$ cat config.mk
export PLATFORM = sky130hd
export DESIGN_NAME = spi_reg_slave
export DESIGN_NICKNAME = d
export VERILOG_FILES = /design/src/rtl/spi_reg_slave.sv
export SDC_FILE = /design/constraint.sdc
export NUM_CORES = 1
export LEC_CHECK = 0
export CORE_ASPECT_RATIO = 2
export CORE_MARGIN = 5
export CORE_UTILIZATION = 40
export CTS_CLUSTER_SIZE = 12
export DETAILED_ROUTE_END_ITERATION = 6
export SLEW_MARGIN = 10
export SYNTH_ARGS = -nofsm -noshare
export SYNTH_HDL_FRONTEND = slang
export SYNTH_SLANG_ARGS = --single-unit
$ cat constraint.sdc
create_clock -name io_systemClk -period 2.8 [get_ports io_systemClk]
set_input_delay 0.42 -clock io_systemClk [delete_from_list [all_inputs] [get_ports io_systemClk]]
set_output_delay 0.42 -clock io_systemClk [all_outputs]
set_load 0.03 [all_outputs]
$ cat src/rtl/spi_reg_slave.sv
// SPI mode-0 register-file responder, fully oversampled in the system clock domain.
// Define SPI_REG_SLAVE_AUTOINC_EN to auto-increment the address after each data byte.
module spi_reg_slave #(
   parameter int unsigned NUM_REGS  = 4,
   parameter logic [7:0]  RESET_VAL = 8'h00
) (
   input  logic                    io_systemClk,
   input  logic                    io_systemReset,
   input  logic                    spi_sclk,
   input  logic                    spi_ss,
   input  logic                    spi_mosi,
   output logic                    spi_miso,
   output logic                    spi_miso_oe,
   output logic [NUM_REGS*8-1:0]   regs_out,
   output logic                    wr_strobe,
   output logic [6:0]              wr_addr,
   output logic [7:0]              wr_data,
   output logic                    busy
);

   localparam int unsigned AW = (NUM_REGS > 1) ? $clog2(NUM_REGS) : 1;

   localparam logic [1:0] ST_IDLE = 2'd0;
   localparam logic [1:0] ST_CMD  = 2'd1;
   localparam logic [1:0] ST_DATA = 2'd2;

   logic [1:0]                state_q, state_d;
   logic [2:0]                sclk_sync_q, ss_sync_q;
   logic [1:0]                mosi_sync_q;
   logic [2:0]                bit_cnt_q, bit_cnt_d;
   logic [7:0]                sh_q, sh_d;
   logic [7:0]                tx_q, tx_d;
   logic                      load_q, load_d;
   logic                      rw_q, rw_d;
   logic [6:0]                addr_q, addr_d;
   logic                      miso_q, miso_d;
   logic                      oe_q, oe_d;
   logic                      busy_q, busy_d;
   logic                      wr_strobe_q;
   logic [6:0]                wr_addr_q;
   logic [7:0]                wr_data_q;
   logic [NUM_REGS-1:0][7:0]  regs_q;

   logic                      sclk_rise_c, sclk_fall_c, ss_rise_c, ss_fall_c;
   logic                      addr_ok_c, wr_en_c;
   logic [AW-1:0]             idx_c;
   logic [7:0]                rx_byte_c, rd_val_c;

   // Edges are taken between the second synchroniser stage and the history stage
   assign sclk_rise_c = sclk_sync_q[1] & ~sclk_sync_q[2];
   assign sclk_fall_c = ~sclk_sync_q[1] & sclk_sync_q[2];
   assign ss_rise_c   = ss_sync_q[1] & ~ss_sync_q[2];
   assign ss_fall_c   = ~ss_sync_q[1] & ss_sync_q[2];

   assign addr_ok_c = (32'(addr_q) < NUM_REGS);
   assign idx_c     = addr_q[AW-1:0];
   assign rx_byte_c = {sh_q[6:0], mosi_sync_q[1]};
   assign rd_val_c  = (rw_q && addr_ok_c) ? regs_q[idx_c] : 8'h00;

   // Next-state and datapath decode
   always_comb begin
      state_d   = state_q;
      bit_cnt_d = bit_cnt_q;
      sh_d      = sh_q;
      tx_d      = tx_q;
      load_d    = load_q;
      rw_d      = rw_q;
      addr_d    = addr_q;
      miso_d    = miso_q;
      oe_d      = oe_q;
      wr_en_c   = 1'b0;
      case (state_q)
         ST_IDLE: begin
            if (ss_fall_c) begin
               state_d   = ST_CMD;
               bit_cnt_d = 3'd0;
               sh_d      = 8'h00;
               tx_d      = 8'h00;
               load_d    = 1'b0;
               miso_d    = 1'b0;
               oe_d      = 1'b1;
            end
         end
         ST_CMD, ST_DATA: begin
            if (ss_rise_c) begin
               state_d   = ST_IDLE;
               bit_cnt_d = 3'd0;
               tx_d      = 8'h00;
               load_d    = 1'b0;
               miso_d    = 1'b0;
               oe_d      = 1'b0;
            end else begin
               if (sclk_rise_c) begin
                  sh_d      = rx_byte_c;
                  bit_cnt_d = bit_cnt_q + 3'd1;
                  if (bit_cnt_q == 3'd7) begin
                     load_d = 1'b1;
                     if (state_q == ST_CMD) begin
                        state_d = ST_DATA;
                        rw_d    = rx_byte_c[7];
                        addr_d  = rx_byte_c[6:0];
                     end else begin
                        wr_en_c = ~rw_q & addr_ok_c;
`ifdef SPI_REG_SLAVE_AUTOINC_EN
                        addr_d  = addr_q + 7'd1;
`else
                        addr_d  = addr_q;
`endif
                     end
                  end
               end
               // A pending load replaces the shifter with the next read byte
               if (sclk_fall_c) begin
                  if (load_q) begin
                     miso_d = rd_val_c[7];
                     tx_d   = {rd_val_c[6:0], 1'b0};
                     load_d = 1'b0;
                  end else begin
                     miso_d = tx_q[7];
                     tx_d   = {tx_q[6:0], 1'b0};
                  end
               end
            end
         end
         default: begin
            state_d = ST_IDLE;
            miso_d  = 1'b0;
            oe_d    = 1'b0;
         end
      endcase
      busy_d = (state_d != ST_IDLE);
   end

   // Sync FFs reset low so a held-low select cannot look like a falling edge
   always_ff @(posedge io_systemClk) begin
      if (io_systemReset) begin
         state_q     <= ST_IDLE;
         sclk_sync_q <= 3'b000;
         ss_sync_q   <= 3'b000;
         mosi_sync_q <= 2'b00;
         bit_cnt_q   <= 3'd0;
         sh_q        <= 8'h00;
         tx_q        <= 8'h00;
         load_q      <= 1'b0;
         rw_q        <= 1'b0;
         addr_q      <= 7'd0;
         miso_q      <= 1'b0;
         oe_q        <= 1'b0;
         busy_q      <= 1'b0;
         wr_strobe_q <= 1'b0;
         wr_addr_q   <= 7'd0;
         wr_data_q   <= 8'h00;
         regs_q      <= {NUM_REGS{RESET_VAL}};
      end else begin
         state_q     <= state_d;
         sclk_sync_q <= {sclk_sync_q[1:0], spi_sclk};
         ss_sync_q   <= {ss_sync_q[1:0], spi_ss};
         mosi_sync_q <= {mosi_sync_q[0], spi_mosi};
         bit_cnt_q   <= bit_cnt_d;
         sh_q        <= sh_d;
         tx_q        <= tx_d;
         load_q      <= load_d;
         rw_q        <= rw_d;
         addr_q      <= addr_d;
         miso_q      <= miso_d;
         oe_q        <= oe_d;
         busy_q      <= busy_d;
         wr_strobe_q <= wr_en_c;
         if (wr_en_c) begin
            wr_addr_q      <= addr_q;
            wr_data_q      <= rx_byte_c;
            regs_q[idx_c]  <= rx_byte_c;
         end
      end
   end

   assign spi_miso    = miso_q;
   assign spi_miso_oe = oe_q;
   assign busy        = busy_q;
   assign wr_strobe   = wr_strobe_q;
   assign wr_addr     = wr_addr_q;
   assign wr_data     = wr_data_q;
   assign regs_out    = regs_q;

endmodule

==> flow_summary.yaml <==
worst_setup_path:
  crit_required_ps: 3070
  timing.rr.end: "regs_out[2]"
  r2r_slack_ps: 450
  critPathLaunch: "state_q[1]"
  end_kind: "register"
  worstSetupEndpoint: "regs_out[2]"
  critPathLaunchType: "register"
  cp.buffers_inverters: 3
  crit_type: "reg2reg"
  r2r_cells: 7
  crit_family: "simple AND/OR/NAND/NOR gates"
  cp.arrival_ps: 2620
  path_max_fanout: 12
  cp_num_cells: 7
  crit_top_cell: "inv_1"
  cp_cell_sequence: "inv_1, ha_1, inv_1, or3_1, nor4_4, buf_4, mux2i_1"
  rr_startpoint: "state_q[1]"
  slowest_delay_ps: 610
  crit_path_top_delay_cell: "or3_1"
logic_synthesis:
  synth_compound_area_frac: 0.108
  syn_area_um2: 3790
  postSynth.asyncResetShare: 0
  synthCells: 392
  synthesis.nets: 404
  synth_cell_type_count: 41
  synth_mux_area_frac: 0.135
  synth_area_leaders: "dfxtp_1, mux2i_1, nand2b_1, mux4_2, a21oi_1"
  synth_top_area_share: 0.459
  synth-edff-count: 0
  syn_area_per_cell_um2: 9.67
  synth-xor-area-share: 0
  synth_fa_ha_area_frac: 0.0231
  ys.warnings.count: 0
  yosys.area.top_type: "dfxtp_1"
  ys.flop_type: "dfxtp_1"
  synth_top_family_by_area: "simple AND/OR/NAND/NOR gates"
  synth-seq-cells: 87
  ys_seq_area_frac: 0.459
  synth_simple_gate_area_share: 0.234
sta:
  period_share: 0.839
  min_period_ps: 2350
  clock_skew_ps: 10.1
  slew_violations: 0
  setup_violations: 0
  max_freq_mhz: 425
  holdWs_ps: 440
  tns_ps: 0
  rsz0062_at_grt: "false"
  worst-slew-pin-transition_ps: 978
  slew_headroom: 0.342
  finalHoldViolCount: 0
clocking:
  cts_tree: "yes"
  clock_latency_ps: 350
  cts_htree_levels: 3
  cts_inserted_buffers: 9
  root_buffer: "clkbuf_16"
  clk_pin_slew_worst_paths_ps: 70
  post_cts_buffers: 0
  postCtsHoldBufs: 0
  clock_sinks: 87
  clock_path_buffers: 2
  cts_resized: 0
floorplanning:
  die_area_um2: 11600
  io_pins: 56
  rows: 50
  dieWidth_um: 78.9
  initial_core_util: 0.407
  die_height_um: 148
  core_area_um2: 9320
global_routing:
  grt_pass1_vias: 3173
  grt_first_pass_wirelength_mm: 16.7
  grt-ovfl-total: 0
  grt_usage: 0.183
  antenna_found_initial: 0
  grt_max_degree: 72
place:
  port_buffers: 55
  dp_hpwl_mm: 7.21
  place.gp.congestion: 0.788
drt:
  vias: 3064
  drt-total-wl_mm: 10.0
  drt-initial-drc-count: 160
  vias_per_cell: 5.57
  drtAntennaViolNets: 0
  drc: 0
  firstDrtPassIters: 4
  wl_per_cell_um: 18.2
job:
  maxCapViolations: 0
finish:
  area_growth_pct: 26.9
  drive_above_1_share: 0.0987
  final_nets: 453
  diodes: 0
  nFillCells: 840
power_and_ir_drop:
  switching_share: 0.208
  p_leak_nw: 1.76
  power.density_nw_per_um2: 564
  p_sw_mw: 0.563
  p_int_mw: 2.15
  p_seq_frac: 0.460
  power_frac_clock: 0.508
  peakVddDrop_v: 0.000467
  combPwrFrac: 0.032
hold_path:
  hold_class: "reg2reg"
  holdPathStages: 1
  min_from: "sclk_sync_q[0]"
status:
  status: "complete, no violations"
## power by group through the flow
stage | Sequential (mW) | Clock, mW | Combinational, mW
final | 1.25 | 1.38 | 0.0876
after global routing | 1.25 | 1.46 | 0.0967
after CTS | 1.25 | 1.40 | 0.0883
after detailed placement | 1.28 | 0 | 0.0877
after global placement | 1.28 | 0 | 0.0873
after floorplan | 1.28 | 0 | 0.0585
## sequential cells by signal (all words and copies together) (netlist names)
register     flops
regs_out        32
wr_data          8
addr_q           7
sh_q             7
tx_q             7
wr_addr          7
bit_cnt_q        3
sclk_sync_q      3
ss_sync_q        3
mosi_sync_q      2
state_q          2
busy             1
load_q           1
rw_q             1
spi_miso         1
spi_miso_oe      1
wr_strobe        1
## per-layer routing
metal,GRT usage,vias to the layer above,wire length (um)
met2,0.336,63,5570
met5,0,-,0
met4,0.0697,0,292
li1,-,1496,-
met3,0.0390,22,340
met1,0.201,1483,3820
## cell usage after synthesis (all sizes together), types with 2 or more instances
library cell  number
dfxtp             87
nand2b            43
a21oi             34
mux2i             33
clkbuf            28
nand3             27
o21ai             22
nand2             12
inv               11
nand4             11
nor2b             11
nand4b            10
mux4               8
ha                 7
nor2               7
o211ai             6
nor3               5
nor3b              5
nor4               3
a211o              2
buf                2
or3                2
or4                2
## cells by family (layout without fill, tap and decap cells)
kind of cell	count (synthesis)	after routing
mux	41	41
simple gates	144	144
flops	87	87
fa+ha+maj	7	7
buf+inv	41	95
compound gates	72	72
## worst min-delay path by stage
stage                          end  slack [ps]
floorplan           mosi_sync_q[1]         410
global placement    sclk_sync_q[1]         430
detailed placement  mosi_sync_q[1]         430
CTS                 sclk_sync_q[1]         450
global route        sclk_sync_q[1]         460
finish              sclk_sync_q[1]         440
## layout by cell type, fill, tap and decap left out, drive strengths merged, types with 6 or more instances in the layout
cell / netlist / routed
mux2i: 33 / 33
dfxtp: 87 / 87
clkbuf: 28 / 9
nor2: 7 / 7
nand4b: 10 / 10
inv: 11 / 12
ha: 7 / 7
nor2b: 11 / 11
mux4: 8 / 8
nand3: 27 / 27
o21ai: 22 / 22
nand2: 12 / 12
nand2b: 43 / 43
buf: 2 / 14
nand4: 11 / 11
o211ai: 6 / 6
clkdlybuf4s50: 0 / 54
a21oi: 34 / 34
## layout make-up
cell class,instances,area [um2],area share
clock buffer,9,225,0.0468
clock inverter,7,119,0.0247
inverter,11,41.3,0.00858
multi-input combinational,264,1900,0.395
sequential,87,1740,0.362
tap,104,130,0.0270
timing repair buffer,68,656,0.136
## metrics by stage
step	worst slack (ps)	instances	util	power [mW]	cell area [um2]
5_1_grt	256	550	0.516	2.81	4810
3_3_place_gp	552	534	0.479	1.36	4470
6_report	449	550	0.516	2.71	4810
2_1_floorplan	572	392	-	1.33	3790
3_5_place_dp	456	534	0.479	1.36	4470
4_1_cts	446	550	0.516	2.74	4810
Power figures use the tool's default switching activity.
